<file path="src/rtl/panda_risc_v_reg_wb_ctrl_pkg.sv">
// Shared constants and types for the GPR write-back controller.
package panda_risc_v_reg_wb_ctrl_pkg;

  localparam int unsigned XLEN       = 32;
  localparam int unsigned GPR_NUM    = 32;
  localparam int unsigned GPR_AW     = 5;
  localparam int unsigned WB_REQ_NUM = 3;
  localparam int unsigned WB_IDX_W   = 2;

  typedef logic [WB_IDX_W-1:0] wb_idx_t;
  typedef logic [GPR_AW-1:0]   gpr_addr_t;
  typedef logic [XLEN-1:0]     gpr_data_t;

  localparam wb_idx_t WB_REQ_ALU = 2'd0;
  localparam wb_idx_t WB_REQ_LSU = 2'd1;
  localparam wb_idx_t WB_REQ_MDU = 2'd2;

  typedef struct packed {
    gpr_addr_t rd;
    gpr_data_t data;
  } wb_req_t;

  // Next requester index in rotating order ALU -> LSU -> MDU -> ALU.
  function automatic wb_idx_t rr_next(input wb_idx_t idx);
    return (idx == WB_REQ_MDU) ? WB_REQ_ALU : wb_idx_t'(idx + wb_idx_t'(1));
  endfunction

endpackage

</file>
<file path="src/rtl/panda_risc_v_rr_arbiter_3.sv">
// Three-way round-robin arbiter; the grant is combinational and the pointer
// moves to the granted requester on every handshake.
module panda_risc_v_rr_arbiter_3
  import panda_risc_v_reg_wb_ctrl_pkg::*;
(
  input  logic                  clk,
  input  logic                  rst_n,
  input  logic                  en,
  input  logic [WB_REQ_NUM-1:0] req_valid,
  output logic [WB_REQ_NUM-1:0] grant_c
);

  wb_idx_t last_grant_q;
  wb_idx_t last_grant_d;
  wb_idx_t cand;
  logic    found;

  // Scan starting one past the last winner; a granted requester is always valid.
  always_comb begin
    grant_c      = '0;
    last_grant_d = last_grant_q;
    found        = 1'b0;
    cand         = rr_next(last_grant_q);
    for (int unsigned k = 0; k < WB_REQ_NUM; k++) begin
      if (en && !found && req_valid[cand]) begin
        grant_c[cand] = 1'b1;
        last_grant_d  = cand;
        found         = 1'b1;
      end
      cand = rr_next(cand);
    end
  end

  // Reset value MDU makes ALU the first-priority requester.
  always_ff @(posedge clk or negedge rst_n) begin
    if (!rst_n) begin
      last_grant_q <= WB_REQ_MDU;
    end else begin
      last_grant_q <= last_grant_d;
    end
  end

endmodule

</file>
<file path="src/rtl/panda_risc_v_reg_wb_ctrl.sv">
// GPR write-back controller: arbitrates ALU/LSU/MDU onto the single write port,
// tracks pending long-latency destinations and bypasses the write to the read ports.
module panda_risc_v_reg_wb_ctrl
  import panda_risc_v_reg_wb_ctrl_pkg::*;
(
  input  logic              clk,
  input  logic              resetn,

  input  logic              wb_alu_valid,
  input  logic [GPR_AW-1:0] wb_alu_rd,
  input  logic [XLEN-1:0]   wb_alu_data,
  output logic              wb_alu_ready,
  input  logic              wb_lsu_valid,
  input  logic [GPR_AW-1:0] wb_lsu_rd,
  input  logic [XLEN-1:0]   wb_lsu_data,
  output logic              wb_lsu_ready,
  input  logic              wb_mdu_valid,
  input  logic [GPR_AW-1:0] wb_mdu_rd,
  input  logic [XLEN-1:0]   wb_mdu_data,
  output logic              wb_mdu_ready,

  input  logic              lnch_valid,
  input  logic [GPR_AW-1:0] lnch_rd,
  output logic              lnch_ready,

  input  logic [GPR_AW-1:0] rs0_addr,
  input  logic [GPR_AW-1:0] rs1_addr,
  output logic [XLEN-1:0]   rs0_data,
  output logic [XLEN-1:0]   rs1_data,
  output logic              rs0_raw,
  output logic              rs1_raw,
  input  logic [GPR_AW-1:0] waw_rd,
  output logic              waw_hazard,
  output logic              x1_pending,

  output logic              reg_file_wen,
  output logic [GPR_AW-1:0] reg_file_waddr,
  output logic [XLEN-1:0]   reg_file_din,
  output logic [GPR_AW-1:0] reg_file_raddr_p0,
  output logic [GPR_AW-1:0] reg_file_raddr_p1,
  input  logic [XLEN-1:0]   reg_file_dout_p0,
  input  logic [XLEN-1:0]   reg_file_dout_p1
);

  logic [WB_REQ_NUM-1:0] req_valid;
  logic [WB_REQ_NUM-1:0] grant;
  wb_req_t               alu_req;
  wb_req_t               lsu_req;
  wb_req_t               mdu_req;
  wb_req_t               wb_sel;
  logic                  wb_hs;
  logic                  long_hs;
  logic                  lnch_hs;
  logic                  fwd0;
  logic                  fwd1;
  logic [GPR_NUM-1:0]    pending_q;
  logic [GPR_NUM-1:0]    pending_d;

  assign req_valid = {wb_mdu_valid, wb_lsu_valid, wb_alu_valid};
  assign alu_req   = '{rd: wb_alu_rd, data: wb_alu_data};
  assign lsu_req   = '{rd: wb_lsu_rd, data: wb_lsu_data};
  assign mdu_req   = '{rd: wb_mdu_rd, data: wb_mdu_data};

  // Arbiter is disabled in reset so no requester sees ready while resetn is low.
  panda_risc_v_rr_arbiter_3 u_arb (
    .clk       (clk),
    .rst_n     (resetn),
    .en        (resetn),
    .req_valid (req_valid),
    .grant_c   (grant)
  );

  assign wb_alu_ready = grant[WB_REQ_ALU];
  assign wb_lsu_ready = grant[WB_REQ_LSU];
  assign wb_mdu_ready = grant[WB_REQ_MDU];
  assign wb_hs        = |grant;
  assign long_hs      = grant[WB_REQ_LSU] | grant[WB_REQ_MDU];

  always_comb begin
    wb_sel = '0;
    if (grant[WB_REQ_ALU]) begin
      wb_sel = alu_req;
    end else if (grant[WB_REQ_LSU]) begin
      wb_sel = lsu_req;
    end else if (grant[WB_REQ_MDU]) begin
      wb_sel = mdu_req;
    end
  end

  // rd==0 requests are still handshaken, they just never reach the register file.
  assign reg_file_wen      = wb_hs & (wb_sel.rd != '0);
  assign reg_file_waddr    = wb_sel.rd;
  assign reg_file_din      = wb_sel.data;
  assign reg_file_raddr_p0 = rs0_addr;
  assign reg_file_raddr_p1 = rs1_addr;

  assign lnch_ready = resetn & ~pending_q[lnch_rd];
  assign lnch_hs    = lnch_valid & lnch_ready;

  // Clear on long-latency write-back, set on launch; entry 0 stays zero.
  always_comb begin
    pending_d = pending_q;
    if (long_hs) begin
      pending_d[wb_sel.rd] = 1'b0;
    end
    if (lnch_hs) begin
      pending_d[lnch_rd] = 1'b1;
    end
    pending_d[0] = 1'b0;
  end

  always_ff @(posedge clk or negedge resetn) begin
    if (!resetn) begin
      pending_q <= '0;
    end else begin
      pending_q <= pending_d;
    end
  end

  assign fwd0 = reg_file_wen & (reg_file_waddr == rs0_addr);
  assign fwd1 = reg_file_wen & (reg_file_waddr == rs1_addr);

  // Operand bypass: x0 reads zero, a same-cycle write wins over the stored value.
  always_comb begin
    rs0_data = reg_file_dout_p0;
    rs1_data = reg_file_dout_p1;
    if (rs0_addr == '0) begin
      rs0_data = '0;
    end else if (fwd0) begin
      rs0_data = reg_file_din;
    end
    if (rs1_addr == '0) begin
      rs1_data = '0;
    end else if (fwd1) begin
      rs1_data = reg_file_din;
    end
  end

  assign rs0_raw    = pending_q[rs0_addr] & ~fwd0;
  assign rs1_raw    = pending_q[rs1_addr] & ~fwd1;
  assign waw_hazard = pending_q[waw_rd];
  assign x1_pending = pending_q[1];

endmodule

</file>
<file path="config.mk">
export PLATFORM = sky130hd
export DESIGN_NAME = panda_risc_v_reg_wb_ctrl
export DESIGN_NICKNAME = d
export VERILOG_FILES = /design/src/rtl/panda_risc_v_reg_wb_ctrl_pkg.sv /design/src/rtl/panda_risc_v_rr_arbiter_3.sv /design/src/rtl/panda_risc_v_reg_wb_ctrl.sv
export SDC_FILE = /design/constraint.sdc
export NUM_CORES = 1
export LEC_CHECK = 0
export ABC_AREA = 1
export CAP_MARGIN = 10
export CORE_AREA = 2 2 126 128
export DETAILED_ROUTE_END_ITERATION = 8
export DIE_AREA = 0 0 128 130
export PLACE_DENSITY = 0.75
export SLEW_MARGIN = 20
export SYNTH_ARGS = -nofsm -noshare
export SYNTH_HDL_FRONTEND = slang
export SYNTH_SLANG_ARGS = --single-unit
export TNS_END_PERCENT = 10
</file>
<file path="constraint.sdc">
create_clock -name clk -period 7.6 [get_ports clk]
set_clock_uncertainty 0.15 [all_clocks]
set_input_delay 1.52 -clock clk [delete_from_list [all_inputs] [get_ports clk]]
set_output_delay 1.52 -clock clk [all_outputs]
set_load 0.02 [all_outputs]
</file>
# Yosys cells after proc, flatten, opt, wreduce, memory -nomap -nowiden
# Index checks and enable logic that the tools add are counted.
[word_totals] register_bits=33 input_bits=201 output_inout_bits=120 elab_cells=100
[classes] n_addsub=3 n_lt_le_gt_ge=13 n_eq_ne=5 muxes=44 bitwise_logic=16 n_reduce_logical=17
[ops] operator="32-bit 2-to-1 mux" count=6
[ops] operator="37-bit 2-to-1 mux" count=3
[ops] operator="32-bit AND" count=1
[ops] operator="32-bit NOT" count=1
[ops] operator="32-bit bitwise OR" count=1
[ops] operator="5-bit by 6-bit < comparator with 1-bit output (second input constant)" count=5
[ops] operator="1-bit binary-select mux with 5-bit select" count=4
[ops] operator="1-bit 2-to-1 mux" count=14
[ops] operator="2-bit 2-to-1 mux" count=6
[ops] operator="1-bit demux with 5-bit select" count=2
[ops] operator="5-bit equality test" count=2
[ops] operator="5-bit by 1-bit >= comparator with 1-bit output (second input constant)" count=2
[ops] operator="1-bit logical AND" count=10
[ops] operator="5-bit zero test" count=2
[ops] operator="2-bit by 3-bit < comparator with 1-bit output (second input constant)" count=3
[ops] operator="3-bit 2-to-1 mux" count=3
[ops] operator="1-bit AND" count=7
[ops] operator="2-bit by 1-bit adder with 2-bit output (second input constant)" count=3
[ops] operator="1-bit binary-select mux with 2-bit select" count=3
[ops] operator="1-bit demux with 2-bit select" count=3
[ops] operator="2-bit equality test (second input constant)" count=3
[ops] operator="2-bit by 1-bit >= comparator with 1-bit output (second input constant)" count=3
[ops] operator="3-bit bitwise OR" count=2
[ops] operator="5-bit nonzero test" count=1
[ops] operator="other kinds (5)" count=8

# Depth between registers and ports, before layout
[depth] depth_word=26 depth_mapped=21 mapped_depth_nobuf=18

# Modules after synthesis
# A second synthesis with hierarchy kept.
[hier_totals] cells_unflattened=1124 area_unflattened_um2=5805.6
[modules_own_cells] mod="panda_risc_v_reg_wb_ctrl" instances=1 cells_per_inst=1073 area_each_um2=5455.2 seq_area_each_um2=775.7
[modules_own_cells] mod="panda_risc_v_rr_arbiter_3" instances=1 cells_per_inst=51 area_each_um2=350.3 seq_area_each_um2=51.3

# Worst setup path after synthesis
# No wires, ideal clock.
[synth_path] path_kind="in2out" start="input wb_mdu_valid" end="output rs1_data[14]" arrival_time_ns=3.453 required_time_ns=5.930 setup_slack_ns=2.477 path_stages=16 path_buffers=3 cell_sequence="nand3_1 -> inv_2 -> nor2_2 -> nand3b_1 -> nand2_1 -> nand2_2 -> buf_6 -> nand2_2 -> nand3_4 -> nor2_1 -> nand3_2 -> buf_6 -> buf_2 -> nand3_1 -> nand2_1 -> nor2_1"
[synth_between] elab_chain_cells=20 word_cells_on_any_way=30 cone_classes="eq/ne: 1; mux: 16; bitwise: 4; reduce/logical: 9"
[synth_lines] element="start, declared" line="panda_risc_v_reg_wb_ctrl.sv:17" rtl="input logic wb_mdu_valid,"
[synth_lines] element="1-bit binary-select mux with 2-bit select" line="panda_risc_v_rr_arbiter_3.sv:25" rtl="if (en && !found && req_valid[cand]) begin"
[synth_lines] element="1-bit 2-to-1 mux (not written as such)" line="panda_risc_v_rr_arbiter_3.sv:25"
[synth_lines] element="1-bit logical AND" line="panda_risc_v_rr_arbiter_3.sv:25"
[synth_lines] element="1-bit 2-to-1 mux" line="panda_risc_v_rr_arbiter_3.sv:25"
[synth_lines] element="1-bit zero test" line="panda_risc_v_rr_arbiter_3.sv:25"
[synth_lines] element="1-bit logical AND (2 in a row)" line="panda_risc_v_rr_arbiter_3.sv:25"
[synth_lines] element="1-bit 2-to-1 mux" line="panda_risc_v_rr_arbiter_3.sv:25"
[synth_lines] element="1-bit zero test" line="panda_risc_v_rr_arbiter_3.sv:25"
[synth_lines] element="(+5 left out)"
[synth_lines] element="37-bit 2-to-1 mux (*)" line="panda_risc_v_reg_wb_ctrl.sv:81" rtl="if (grant[WB_REQ_ALU]) begin"
[synth_lines] element="named net reg_file_waddr[0]" line="panda_risc_v_reg_wb_ctrl.sv:37" rtl="output logic [GPR_AW-1:0] reg_file_waddr,"
[synth_lines] element="5-bit nonzero test (*)" line="panda_risc_v_reg_wb_ctrl.sv:91" rtl="assign reg_file_wen = wb_hs & (wb_sel.rd != '0);"
[synth_lines] element="1-bit AND (*)" line="panda_risc_v_reg_wb_ctrl.sv:91"
[synth_lines] element="named net reg_file_wen" line="panda_risc_v_reg_wb_ctrl.sv:36" rtl="output logic reg_file_wen,"
[synth_lines] element="1-bit AND (*)" line="panda_risc_v_reg_wb_ctrl.sv:121" rtl="assign fwd1 = reg_file_wen & (reg_file_waddr == rs1_addr);"
[synth_lines] element="32-bit 2-to-1 mux (*)" line="panda_risc_v_reg_wb_ctrl.sv:134" rtl="end else if (fwd1) begin"
[synth_lines] element="32-bit 2-to-1 mux (*)" line="panda_risc_v_reg_wb_ctrl.sv:132" rtl="if (rs1_addr == '0) begin"
[synth_lines] element="end, declared" line="panda_risc_v_reg_wb_ctrl.sv:29" rtl="output logic [XLEN-1:0] rs1_data,"
# Mark *: on every way through the listed nets, which the timed path passes. The rest lies on a longest branch. The select of a mux whose other input is x is not followed.

# Worst setup path after layout
[layout_path] start="input resetn" end="output rs0_data[24]"
[layout_between] elab_chain_cells=18 word_cells_on_any_way=24 cone_classes="eq/ne: 1; mux: 10; bitwise: 4; reduce/logical: 9"
[layout_lines] element="start, declared" line="panda_risc_v_reg_wb_ctrl.sv:7" rtl="input logic resetn,"
[layout_lines] element="1-bit logical AND" line="panda_risc_v_rr_arbiter_3.sv:25"
[layout_lines] element="1-bit 2-to-1 mux" line="panda_risc_v_rr_arbiter_3.sv:25"
[layout_lines] element="1-bit zero test" line="panda_risc_v_rr_arbiter_3.sv:25"
[layout_lines] element="1-bit logical AND (2 in a row)" line="panda_risc_v_rr_arbiter_3.sv:25"
[layout_lines] element="1-bit 2-to-1 mux" line="panda_risc_v_rr_arbiter_3.sv:25"
[layout_lines] element="1-bit zero test" line="panda_risc_v_rr_arbiter_3.sv:25"
[layout_lines] element="1-bit logical AND (2 in a row)" line="panda_risc_v_rr_arbiter_3.sv:25"
[layout_lines] element="3-bit 2-to-1 mux (*)" line="panda_risc_v_rr_arbiter_3.sv:25"
[layout_lines] element="37-bit 2-to-1 mux" line="panda_risc_v_reg_wb_ctrl.sv:85" rtl="end else if (grant[WB_REQ_MDU]) begin"
[layout_lines] element="37-bit 2-to-1 mux" line="panda_risc_v_reg_wb_ctrl.sv:83" rtl="end else if (grant[WB_REQ_LSU]) begin"
[layout_lines] element="37-bit 2-to-1 mux" line="panda_risc_v_reg_wb_ctrl.sv:81"
[layout_lines] element="5-bit nonzero test" line="panda_risc_v_reg_wb_ctrl.sv:91"
[layout_lines] element="1-bit AND" line="panda_risc_v_reg_wb_ctrl.sv:91"
[layout_lines] element="1-bit AND" line="panda_risc_v_reg_wb_ctrl.sv:120" rtl="assign fwd0 = reg_file_wen & (reg_file_waddr == rs0_addr);"
[layout_lines] element="32-bit 2-to-1 mux (*)" line="panda_risc_v_reg_wb_ctrl.sv:129" rtl="end else if (fwd0) begin"
[layout_lines] element="32-bit 2-to-1 mux (*)" line="panda_risc_v_reg_wb_ctrl.sv:127" rtl="if (rs0_addr == '0) begin"
[layout_lines] element="end, declared" line="panda_risc_v_reg_wb_ctrl.sv:28" rtl="output logic [XLEN-1:0] rs0_data,"
# Every way passes the cells marked *; elsewhere a longest branch is shown, timed or not.

==> reports/metrics.yaml <==
clock_tree:
  cts_made_buffers: 5
  cts_tree: "built"
  clkLatencyLatePin_ps: 280
  clk_pin_slew_worst_paths_ps: 60
  cts_buffer_depth: 2
  root_buffer: "clkbuf_16"
  postCtsSetupBuffers: 0
  postCtsResizedCells: 0
  clock-sinks: 33
  cts_hold_buf: 0
  cts_max_level: 2
sta:
  rsz0062_at_grt: "no"
  whs_ps: 368
  min_period_ps: 6990
  fin_crit_sh_pct: 91.9
  hold_violations: 0
  tightest_slew_ps: 886
  final.setup.tns_ps: 0
  max_freq_ghz: 0.143
  max-slew-margin-rel_pct: 40.9
  finalSetupViolCount: 0
  slew_violations: 0
placed_design:
  placed_area_um2: 8380
  port_buffers: 320
  hpwl_um: 23300
  gp_congestion: 0.953
finish:
  fin_area_um2: 8530
  nets: 1407
  area_delta_synth_final_pct: 66.0
  drive_gt1_share_pct: 5.88
status:
  status: "complete, no violations"
pwr:
  power_w: 0.00290
  leakage_nw: 4.06
  pwr_density_cell_nw_per_um2: 340
  ir_worst_vdd_mv: 0.212
worst_setup_path:
  critPathLaunchType: "input pin"
  path_cells: "clkdlybuf4s50_1 > buf_4 > nand3_1 > nand2_1 > inv_2 > nand2_2 > nand2_1 > nand3_4 > nor2_4 > nand3_2 > inv_2 > nor2_2 > buf_4 > nand3_1 > nand2_1 > nor2_1 > clkdlybuf4s50_1"
  critPathMaxStageDelay_ps: 590
  criticalPathCategory: "in2out"
  crit_fanout: 35
  end_kind: "primary output"
  arrival_ps: 5320
  r2r_setup_slack_ps: 4510
  required_ps: 5930
  cp_common_cell: "nand2_1"
  cp_slowest_cell: "clkdlybuf4s50_1"
floorplan:
  die_h_um: 130
  core_um2: 15400
  io-pin-count: 321
  die_area_um2: 16600
  rows: 46
  dieWidth_um: 128
  start_util_pct: 33.3
global_route:
  gr-usage-all-layers_pct: 32.3
  antenna_found_initial: 4
  grt_pass1_wl_um: 40700
  grt_pass1_vias: 6717
  grt_overflow_total: 0
  grt_max_degree: 36
route:
  drt_wl_total_um: 28500
  drt_iter0_drc: 786
  post-route-drc-count: 0
  drtAntennaViolNets: 0
  avgViaCountPerCell: 5.40
  first_pass_iters: 5
  vias: 7569
  wl_per_cell_um: 20.3
logic_synthesis:
  synth_top_area_share_pct: 15.6
  synth_ff_type: "dfrtp_1"
  async_reset_ff_share_pct: 100
  synth_seq_area_share_pct: 16.1
  ys_top_cells_by_count: "nand2_1, nor2_1, inv_1"
  syn_nets: 1121
  synth_area_um2: 5130
  syn_avg_cell_area_um2: 5.58
  yosysWarnings: 0
  synth_most_common_cell: "nand2_1"
  synth_top_area_cell: "dfrtp_1"
  synth.area.top_cells: "dfrtp_1, nand2_1, nor2_1, o21ai_0, inv_1"
  synth_cell_types: 41
  synthCells: 920
  synth-edff-count: 0
  ys_ff_latch: 33
job:
  cap_violations: 0
min_path:
  hold_class: "reg2reg"
where the power goes:
group | internal, W | switching (W)
Combinational | 0.000888 | 0.00144
Sequential | 0.000254 | 0.000116
Clock | 0.000120 | 0.0000746
Total | 0.00126 | 0.00163
worst paths after layout:
| kind | startpoint | endpoint | cells past startpoint |
|---|---|---|---|
| worst max-delay path | resetn | rs0_data[24] | 17 |
| worst min-delay path | pending_q[14]$_DFF_PN0_ | pending_q[14]$_DFF_PN0_ | 2 |
| worst max register to register | u_arb.last_grant_q[1]$_DFFE_PN1P_ | pending_q[10]$_DFF_PN0_ | 14 |
| worst min register to register | pending_q[14]$_DFF_PN0_ | pending_q[14]$_DFF_PN0_ | 2 |
| max in group asynchronous | resetn | u_arb.last_grant_q[1]$_DFFE_PN1P_ | 2 |
| min in group asynchronous | resetn | u_arb.last_grant_q[0]$_DFFE_PN0P_ | 2 |
through the flow:
stage	setup slack, ps	cells	utilization, %
floorplan	2480	920	-
global placement	707	1391	54.3
detailed placement	623	1391	54.3
CTS	611	1399	55.2
global route	313	1399	55.2
finish	612	1402	55.3
final cells by class:
cell class	instances	area (um^2)
timing repair buffer	338	3340
tap	192	240
clock buffer	6	129
clock inverter	2	10.0
inverter	109	409
fill	1561	6900
antenna	3	7.51
sequential	33	827
multi-input combinational	719	3560
per-layer routing:
metal / GRT usage [%] / up-vias / share of wire, %
met5: 0 / - / 0.046
met2: 52.4 / 454 / 45
met1: 43.4 / 3434 / 40
met3: 7.83 / 60 / 11
li1: - / 3619 / -
met4: 7.89 / 2 / 2.8
placed cells by master, fill, tap and decap left out, types with 2 or more instances in the layout:
cell type        instances
nor3_1                  13
o311ai_0                 7
a21oi_1                 71
clkinv_1                 2
nor2_1                 152
nand4_1                 16
clkbuf_16                5
nor2_4                   5
dfrtp_1                 32
nand2_2                 12
inv_1                   97
o21bai_1                 2
nand3_2                  3
clkinv_2                 2
o211ai_1                 3
o21ai_0                 96
inv_2                   10
diode_2                  3
buf_4                   18
nor2_2                   6
clkdlybuf4s50_1        320
a22oi_1                 12
a31oi_1                  2
a211oi_1                 3
o221ai_1                 4
nand2_1                195
nand3_1                 72
a22o_1                  28
nand3_4                  5
sequential cells by signal (all words and copies together) (netlist names):
| name | cells |
|---|---|
| u_arb.last_grant_q | 2 |
| pending_q | 31 |
logic make-up after synthesis:
group | count (synthesis) | share of synthesized area [%]
AOI/OAI and AO/OA | 232 | 26.6
xor gates and xnor gates | 1 | 0.317
buffers and inverters | 168 | 14.5
DFF | 33 | 16.1
and+or+nand+nor | 486 | 42.4
worst max-delay path: cells and delay by family:
kind	cells	cell delay, ps
simple gates	11	1810
buf+inv	6	1980
(Power assumes the default switching activity.)
